`config.mk`:
```
export PLATFORM = sky130hd
export DESIGN_NAME = seg_scan_display
export DESIGN_NICKNAME = d
export VERILOG_FILES = /design/src/rtl/seg_scan_display.sv
export SDC_FILE = /design/constraint.sdc
export NUM_CORES = 1
export LEC_CHECK = 0
export ABC_AREA = 0
export ABC_CLOCK_PERIOD_IN_PS = 5800
export CAP_MARGIN = 20
export CORE_UTILIZATION = 50
export CTS_CLUSTER_DIAMETER = 30
export DETAILED_ROUTE_END_ITERATION = 10
export PLACE_DENSITY = 0.69
export SETUP_SLACK_MARGIN = 0.02
export SYNTH_ARGS = -nofsm -noshare
export SYNTH_HDL_FRONTEND = slang
export SYNTH_SLANG_ARGS = --single-unit
```
`constraint.sdc`:
```
create_clock -name clk -period 5.8 [get_ports clk]
set_clock_uncertainty 0.15 [all_clocks]
set_input_delay 0.87 -clock clk [delete_from_list [all_inputs] [get_ports clk]]
set_output_delay 0.87 -clock clk [all_outputs]
set_load 0.02 [all_outputs]
```
`src/rtl/seg_scan_display.sv`:
```
// Scanned multi-digit seven-segment driver: one anode at a time, blanking at the
// start of each slot, per-digit enable/blink, and note loading committed only at frame edges.
module seg_scan_display #(
  parameter int NUM_DIGITS   = 4,
  parameter int REFRESH_DIV  = 100000,
  parameter int BLANK_CYCLES = 1000,
  parameter int BLINK_SCANS  = 50
) (
  input  logic                    clk,
  input  logic                    rst_n,
  input  logic [4*NUM_DIGITS-1:0] notes,
  input  logic                    load,
  input  logic [NUM_DIGITS-1:0]   digit_en,
  input  logic [NUM_DIGITS-1:0]   blink,
  output logic [7:0]              seg,
  output logic [NUM_DIGITS-1:0]   an,
  output logic                    frame_start
);

  localparam int CW = (REFRESH_DIV > 1) ? $clog2(REFRESH_DIV) : 1;
  localparam int IW = $clog2(NUM_DIGITS);
  localparam int SW = (BLINK_SCANS > 1) ? $clog2(BLINK_SCANS) : 1;

  localparam logic [CW-1:0] CNT_LAST  = CW'(REFRESH_DIV - 1);
  localparam logic [CW-1:0] BLANK_END = CW'(BLANK_CYCLES);
  localparam logic [IW-1:0] IDX_LAST  = IW'(NUM_DIGITS - 1);
  localparam logic [SW-1:0] SCAN_LAST = SW'(BLINK_SCANS - 1);

  logic [CW-1:0] cnt_q;
  logic [IW-1:0] idx_q;
  logic [SW-1:0] scan_q;
  logic          phase_q;
  logic [3:0]    pend_q [NUM_DIGITS];
  logic [3:0]    shad_q [NUM_DIGITS];

  logic                  slot_end;
  logic                  frame_end;
  logic                  visible;
  logic                  lit;
  logic [3:0]            cur_code;
  logic [7:0]            seg_d;
  logic [NUM_DIGITS-1:0] an_d;

  // Active-low segment pattern {dp,g,f,e,d,c,b,a}; codes 8..15 are blank.
  function automatic logic [7:0] decode(input logic [3:0] code);
    case (code)
      4'd0:    decode = 8'hC6;
      4'd1:    decode = 8'h80;
      4'd2:    decode = 8'h88;
      4'd3:    decode = 8'h82;
      4'd4:    decode = 8'h8E;
      4'd5:    decode = 8'h86;
      4'd6:    decode = 8'hC0;
      4'd7:    decode = 8'h46;
      default: decode = 8'hFF;
    endcase
  endfunction

  assign slot_end  = (cnt_q == CNT_LAST);
  assign frame_end = slot_end && (idx_q == IDX_LAST);

  // Enable and blink act live; only the note codes wait for the frame edge.
  always_comb begin
    cur_code = shad_q[idx_q];
    visible  = digit_en[idx_q] & ~(blink[idx_q] & phase_q);
    lit      = visible && (cnt_q >= BLANK_END);
    an_d     = '1;
    seg_d    = 8'hFF;
    if (lit) begin
      an_d  = ~(NUM_DIGITS'(1) << idx_q);
      seg_d = decode(cur_code);
    end
  end

  always_ff @(posedge clk or negedge rst_n) begin
    if (!rst_n) begin
      cnt_q       <= '0;
      idx_q       <= '0;
      scan_q      <= '0;
      phase_q     <= 1'b0;
      seg         <= 8'hFF;
      an          <= '1;
      frame_start <= 1'b0;
      for (int k = 0; k < NUM_DIGITS; k++) begin
        pend_q[k] <= 4'hF;
        shad_q[k] <= 4'hF;
      end
    end else begin
      seg         <= seg_d;
      an          <= an_d;
      frame_start <= frame_end;

      if (slot_end) begin
        cnt_q <= '0;
        idx_q <= (idx_q == IDX_LAST) ? '0 : idx_q + 1'b1;
      end else begin
        cnt_q <= cnt_q + 1'b1;
      end

      // load is a one-cycle strobe; a strobe on the frame edge bypasses pending.
      for (int k = 0; k < NUM_DIGITS; k++) begin
        if (load) pend_q[k] <= notes[4*k +: 4];
        if (frame_end) shad_q[k] <= load ? notes[4*k +: 4] : pend_q[k];
      end

      if (frame_end) begin
        if (scan_q == SCAN_LAST) begin
          scan_q  <= '0;
          phase_q <= ~phase_q;
        end else begin
          scan_q <= scan_q + 1'b1;
        end
      end
    end
  end

endmodule

```
# Word level (Yosys, flattened, before mapping)
# Memories as Yosys holds them, arrays and structs flattened.
# Index checks and enable logic that the tools add are counted.
# word_totals
inputBits,27
out_inout_bits,13
rom_bits,40
word_cells,52
reg_bits,71
n_memories,1
# mem_list
memory,words,word_bits,rd,rd_ports_with_merged_regs,wr,line,source
(name not given),8,5,1,0,0,46,case (code)
# op_classes
order_cmp,3
mux,17
shifts,1
n_bitwise,6
n_reduce_logical,3
n_eq_ne,3
addsub,3
# ops
cell,count
$mux W4,7
$add A17 B1 Y17 const B,1
$eq A17 B17 Y1 const B,1
$ge A17 B10 Y1 const B,1
$mux W17,1
$mux W8,2
$bmux W4 S2,1
$add A6 B1 Y6 const B,1
$eq A6 B6 Y1 const B,1
$mux W6,1
$bmux W1 S2,2
$not A4 Y4,1
$shl A1 B2 Y4 const A,1
$ge A3 B3 Y1 const B,1
$lt A2 B3 Y1 const B,1
$not A2 Y3,1
$add A2 B1 Y2 const B,1
$and A1 B1 Y1,2
$eq A2 B2 Y1 const B,1
$logic_and A1 B1 Y1,2
$mux W1,2
$mux W2,1
$not A1 Y1,2
$reduce_and A2 Y1,1

# Depth between registers and ports, before layout
# Gate-level depths: netlist (run 1).
# logic_depth
ltp_word,7
depth_mapped,8
mapped_depth_nobuf,6

# Worst setup path after synthesis (run 1)
# No wires, ideal clock.
# synth_timing
path_kind,input to register
start,input load
end,register shad_q[10] (netlist name)
required_time_ps,5568
slack_ps,3461
setup_ps,82
path_buffers,2
arrival_ps,2107
path_stages,4
path_cell_list,clkbuf_1 clkbuf_1 mux2_2 mux2_4
# synth_via
elab_chain_len,1
# synth_lines
element,line,source
from (decl),12,"input logic load,"
$mux W4,--,
"to (signal, indexed assignment)",103,if (frame_end) shad_q[k] <= load ? notes[4*k +: 4] : pend_q[k];
to (decl),34,logic [3:0] shad_q [NUM_DIGITS];
# No other way between the ends.
# A chain may end at the register's enable or synchronous reset.

# Worst setup path after layout (run 1)
# layout_timing
start,register cnt_q[0]
end,register shad_q[13] (netlist name)
# layout_via
elab_chain_len,2
# layout_lines
element,line,source
from (decl),29,logic [CW-1:0] cnt_q;
from (signal assigned),97,cnt_q <= cnt_q + 1'b1;
$eq A17 B17 Y1,59,assign slot_end = (cnt_q == CNT_LAST);
$logic_and A1 B1 Y1,60,assign frame_end = slot_end && (idx_q == IDX_LAST);
# No other way between the ends.

==> impl_metrics.ini, run 1 <==
[global_route]
overflow = 0
grt_pass1_wl_mm = 10.2
antenna_found_initial = 0
grt_max_degree = 70
grt_pass1_vias = 2089
grt_usage = 0.191

[route]
wl_per_cell_um = 15.7
drt_iter0_drc = 108
drt_pass1_iterations = 4
drtAntennaViolNets = 0
routed_via_density = 5.42
num_vias = 2058
wl_mm = 5.96
drc = 0

[floorplanning]
initial_core_util = 0.518
die_h_um = 83.4
ios = 40
die_w_um = 83.4
dieArea_mm2 = 0.00695
fp-row-count = 29
core_area_mm2 = 0.00639

[synthesis]
synthAdderAreaFrac = 0.0454
yosys_warnings = 0
synth-simple-area-share = 0.122
syn-cell-area_mm2 = 0.00331
syn-num-nets = 298
synth_top_area_frac = 0.333
synth_area_leader_cell = dfstp_2
synth_top_family_by_area = multiplexers
synth_edf_count = 0
synth_compound_area_frac = 0.0374
async_flop_share = 1.00
synth_cells = 259
synthMuxAreaShare = 0.175
synthTopCellsByCount = 42 x dfstp_2, 27 x dfrtp_1, 26 x mux2_2, 19 x nand2_1, 16 x inv_1
synth_seq_cells = 69
synth-xor-area-share = 0.0397
synth_area_leaders = dfstp_2 33%, dfrtp_1 20%, mux2_2 8.8%
yosysUniqueCellTypes = 47
seq_area_frac_synth = 0.538
synth.most_common_cell = dfstp_2
synth_flop_cell = dfstp_2
syn_area_per_cell_um2 = 12.8

[cells_and_area]
syn_to_final_growth_pct = 18.9
finalNonFillerCells = 380
final_cell_area_mm2 = 0.00394
drive_gt1_frac = 0.356
num-nets-final = 337
postLayoutCoreUtil = 0.616
n_fill_cell = 525
n_antenna_cell = 0

[timing]
slew_headroom = 0.347
fin_crit_sh = 0.459
totalNegativeSetupSlack_ns = 0
hold_viol_final = 0
fin_crit_ns = 2.66
timing.final.max_slew_violations = 0
rsz0062_at_grt = false
setup_viol = 0
worst_slew_pin_slew_ns = 0.979
fmax_ghz = 0.376

[clock_network]
cts.sinks = 69
numCtsBuffers = 9
post-cts-setup-buffers = 0
cts_buffer_depth = 2
root_buffer = clkbuf_8
post_cts_resize_count = 0
cts_tree = yes
cts_max_level = 3
postCtsHoldBufs = 0
clk_pin_slew_ns = 0.08
clock_latency_ns = 0.35

[power_and_ir_drop]
power.leakage_nw = 1.66
p_per_area_mw_per_mm2 = 253
vdd_drop_max_mv = 0.180
total_power_w = 0.000997

[place]
dpl.cell_count = 363
dpl.hpwl_mm = 4.10
placed_area_mm2 = 0.00371
portBuffers = 39
place_congestion = 0.768

[critical_path]
crit_path_end_kind = flip-flop
reg2regPathDepth = 5
reg2reg_from = cnt_q[0]
r2r_setup_slack_ns = 3.14
startpoint = cnt_q[0]
cp_max_fo = 18
worstPathArrival_ns = 2.79
worstPathRequired_ns = 5.93
startpoint_type = flip-flop
critPathKind = flip-flop to flip-flop
r2r-end = shad_q[13]

[hold_path]
hold_path_class = flip-flop to flip-flop
min_to = phase_q
hold_start = phase_q
hold_path_depth = 1

[run_status]
status = finished clean

[run]
cap_violations = 0
## sequential cells by signal, summed over array words and instances (netlist names)
name         flops
cnt_q           17
pend_q          16
shad_q          16
scan_q           6
seg              6
an               4
idx_q            2
frame_start      1
phase_q          1
## layer usage
| metal | share of wire | GRT usage | wire, µm | vias to the layer above |
|---|---|---|---|---|
| met5 | 0 | 0 | 0 | - |
| met4 | 0.0082 | 0.0611 | 49 | 0 |
| met3 | 0.046 | 0.0547 | 277 | 4 |
| met2 | 0.47 | 0.291 | 2800 | 47 |
| met1 | 0.48 | 0.263 | 2830 | 1012 |
| li1 | - | - | - | 995 |
## metrics by stage
stage	worst slack, ns	hold WS (ns)
after global placement	3.02	0.312
after detailed placement	3.02	0.314
after global routing	2.99	0.347
final	3.14	0.318
after CTS	3.05	0.327
after floorplan	3.46	0.291
## logic make-up (layout without fill, tap and decap cells)
logic type | Yosys count | after routing
and+or+nand+nor | 75 | 75
DFF | 69 | 69
muxes | 43 | 43
buffers and inverters | 29 | 73
AOI/OAI and AO/OA | 16 | 16
xor gates and xnor gates | 15 | 15
adders and majority gates | 12 | 12
## report_power, final
part           internal (W)  leakage [nW]  switching [W]
Sequential         0.000511         0.803     0.00000636
Combinational     0.0000361         0.746      0.0000243
Clock              0.000227         0.112       0.000193
## worst max path at each step
stage	end	slack, ns	cells past startpoint
2_1_floorplan	shad_q[10]	3.46	4
3_3_place_gp	scan_q[5]	3.02	5
3_5_place_dp	shad_q[8]	3.02	3
4_1_cts	scan_q[5]	3.05	5
5_1_grt	shad_q[13]	2.99	5
6_report	shad_q[13]	3.14	5
## critical path: stages, from the launching register on
cell and delay, ns:
dfrtp_1 0.43, ha_1 0.34, nand3b_1 0.10, or4_1 0.51, or2_1 0.63, mux2_4 0.44
## cell type report
| cell class | count | area (µm²) | area share |
|---|---|---|---|
| inverters | 16 | 60.1 | 0.0153 |
| repair buffers | 41 | 398 | 0.101 |
| clock buffers | 10 | 149 | 0.0378 |
| clock inverters | 6 | 67.6 | 0.0172 |
| well taps | 77 | 96.3 | 0.0245 |
| multi-input cells | 161 | 1390 | 0.352 |
| flip-flops and latches | 69 | 1780 | 0.452 |
## layout by cell type, fill, tap and decap left out, drive strengths merged, types with 3 or more instances in the layout
cell type,count
or4,3
inv,18
nand2,19
xnor2,7
xor2,8
clkdlybuf4s50,38
o21ai,4
ha,12
dfstp,42
mux4,6
nand3,12
dfrtp,27
nor3,6
nor2,12
o41ai,3
mux2,34
nand4,4
clkinv,3
and3,3
clkbuf,10
buf,3
mux2i,3
nor4,6
No activity file was read; power rests on OpenSTA's default activity.
==> run 2: changes to the inputs <==
--- a/config.mk
+++ b/config.mk
@@ -6,12 +6,12 @@
 export NUM_CORES = 1
 export LEC_CHECK = 0
 export ABC_AREA = 0
-export ABC_CLOCK_PERIOD_IN_PS = 5800
+export ABC_CLOCK_PERIOD_IN_PS = 2400
 export CAP_MARGIN = 20
 export CORE_UTILIZATION = 50
 export CTS_CLUSTER_DIAMETER = 30
 export DETAILED_ROUTE_END_ITERATION = 10
-export PLACE_DENSITY = 0.69
+export PLACE_DENSITY = 0.72
 export SETUP_SLACK_MARGIN = 0.02
 export SYNTH_ARGS = -nofsm -noshare
 export SYNTH_HDL_FRONTEND = slang
==> constraint.sdc (replaced) <==
create_clock -name clk -period 2.4 [get_ports clk]
set_clock_uncertainty 0.15 [all_clocks]
set_input_delay 0.36 -clock clk [delete_from_list [all_inputs] [get_ports clk]]
set_output_delay 0.36 -clock clk [all_outputs]
set_load 0.02 [all_outputs]
==> run 2 against run 1 <==
Net effect:
- die area unchanged
- combinational power grew to 2.5 times the previous value
- highest routed layer unchanged
- routed wire length down 1.2%
- clock power up 130%
- critical path type unchanged
- clock-buffer cell count down 1
- largest cell class unchanged
- setup slack got worse by 3.0 ns
==> impl_metrics.ini, run 2 (synthesis results as in run 1) <==
[timing]
hold_viol_final = 0
fmax_ghz = 0.448
setup_ws_ns = 0.170
totalNegativeSetupSlack_ns = 0
fin_crit_ns = 2.23
worst_slew_pin_slew_ns = 0.516
fin_crit_sh = 0.929
timing.final.max_slew_violations = 0
rsz0062_at_grt = false
slew_headroom = 0.656
setup_viol = 0

[global_route]
grt_pass1_vias = 2127
overflow = 0
grt_max_degree = 31
antenna_found_initial = 0
grt_usage = 0.192
grt_pass1_wl_mm = 10.2

[power_and_ir_drop]
power.leakage_nw = 1.70
total_power_w = 0.00235
p_sw_w = 0.000545
p_seq_frac = 0.530
vdd_drop_max_mv = 0.651
p_int_w = 0.00181
p_per_area_mw_per_mm2 = 588
comb_power_share = 0.065
swShare = 0.231
pwr-share-clk = 0.405

[floorplanning]
die_h_um = 83.4
die_w_um = 83.4
ios = 40
initial_core_util = 0.518
dieArea_mm2 = 0.00695
fp-row-count = 29
core_area_mm2 = 0.00639

[place]
placed_area_mm2 = 0.00380
place_ws_ns = 0.142
place_congestion = 0.798
dpl.cell_count = 374
dpl.hpwl_mm = 4.12
portBuffers = 39

[cells_and_area]
n_fill_cell = 495
n_antenna_cell = 0
drive_gt1_frac = 0.376
final_cell_area_mm2 = 0.00400
layout_common_cells = 42 x dfstp_2, 38 x clkdlybuf4s50_1, 27 x dfrtp_1
syn_to_final_growth_pct = 21.0
num-nets-final = 348
reg_top3 = cnt_q (17), pend_q (16), shad_q (16)
largest_reg_flops = 17
final_common_cell = dfstp_2
finalNonFillerCells = 391
top_register = cnt_q

[critical_path]
cp_cell_sequence = ha_1 -> nand2_1 -> nor4_1 -> buf_4 -> nand2_1 -> o41ai_1
crit_slowest_cell = dfrtp_1
worstPathRequired_ns = 2.48
critical_path.top_delay_family = flip-flops
slowest_delay_ns = 0.67
critPathKind = flip-flop to flip-flop
startpoint_type = flip-flop
crit_path_end_kind = flip-flop
cp_max_fo = 10
worstPathArrival_ns = 2.31
path_common_cell = nand2_1
crit_buf_inv = 1

[clock_network]
clk_pin_slew_ns = 0.08
cts_max_level = 3
postCtsHoldBufs = 1
cts_tree = yes
clock_latency_ns = 0.35
cts_buffer_depth = 2
numCtsBuffers = 9
post-cts-setup-buffers = 0
root_buffer = clkbuf_8
cts.sinks = 69
post_cts_resize_count = 0

[run_status]
status = finished clean

[route]
drc = 0
num_vias = 2098
wl_mm = 5.89
drt_iter0_drc = 105
drt_pass1_iterations = 4
drtAntennaViolNets = 0
routed_via_density = 5.37
wl_per_cell_um = 15.1

[run]
cap_violations = 0

[hold_path]
hold_path_class = flip-flop to flip-flop
-- run 2: final timing paths --
| kind | to | slack [ns] | start | depth (start not counted) |
|---|---|---|---|---|
| setup / recovery | scan_q[5] | 0.17 | idx_q[0] | 6 |
| hold / removal | phase_q | 0.33 | phase_q | 1 |
| setup reg to reg | scan_q[5] | 0.17 | idx_q[0] | 6 |
| hold reg to reg | phase_q | 0.33 | phase_q | 1 |
| max in group asynchronous | pend_q[7] | 0.95 | rst_n | 3 |
| min in group asynchronous | phase_q | 0.36 | rst_n | 2 |
-- run 2: power by group through the flow --
stage	registers, W	clock network (W)	logic, W
5_1_grt	0.00125	0.00102	0.000171
4_1_cts	0.00125	0.000970	0.000157
6_report	0.00125	0.000952	0.000154
2_1_floorplan	0.00126	0	0.0000737
3_5_place_dp	0.00127	0	0.000155
3_3_place_gp	0.00127	0	0.000152
-- run 2: stage by stage --
stage	util	hold WS, ns
final	0.627	0.327
after global routing	0.627	0.359
after CTS	0.627	0.329
after detailed placement	0.595	0.206
after global placement	0.595	0.202
after floorplan	-	-0.0856
-- run 2: final cells by class --
| type | instances | area [µm²] | share of cell area |
|---|---|---|---|
| multi-input combinational | 161 | 1390 | 0.346 |
| clock inverter | 7 | 72.6 | 0.0181 |
| tap | 77 | 96.3 | 0.0241 |
| timing repair buffer | 52 | 485 | 0.121 |
| clock buffer | 9 | 124 | 0.0309 |
| inverter | 16 | 60.1 | 0.0150 |
| sequential | 69 | 1780 | 0.444 |
-- run 2: metal layers --
metal,vias to the layer above,wire (µm),GRT usage
li1,1010,-,-
met1,1035,2890,0.268
met2,46,2700,0.286
met3,7,220,0.0427
met4,0,84,0.0909
met5,-,0,0
-- run 2: worst register-to-register path: stages, from the launching register on --
cell	delay [ns]
dfrtp_1	0.67
ha_1	0.33
nand2_1	0.08
nor4_1	0.24
buf_4	0.21
nand2_1	0.08
o41ai_1	0.35
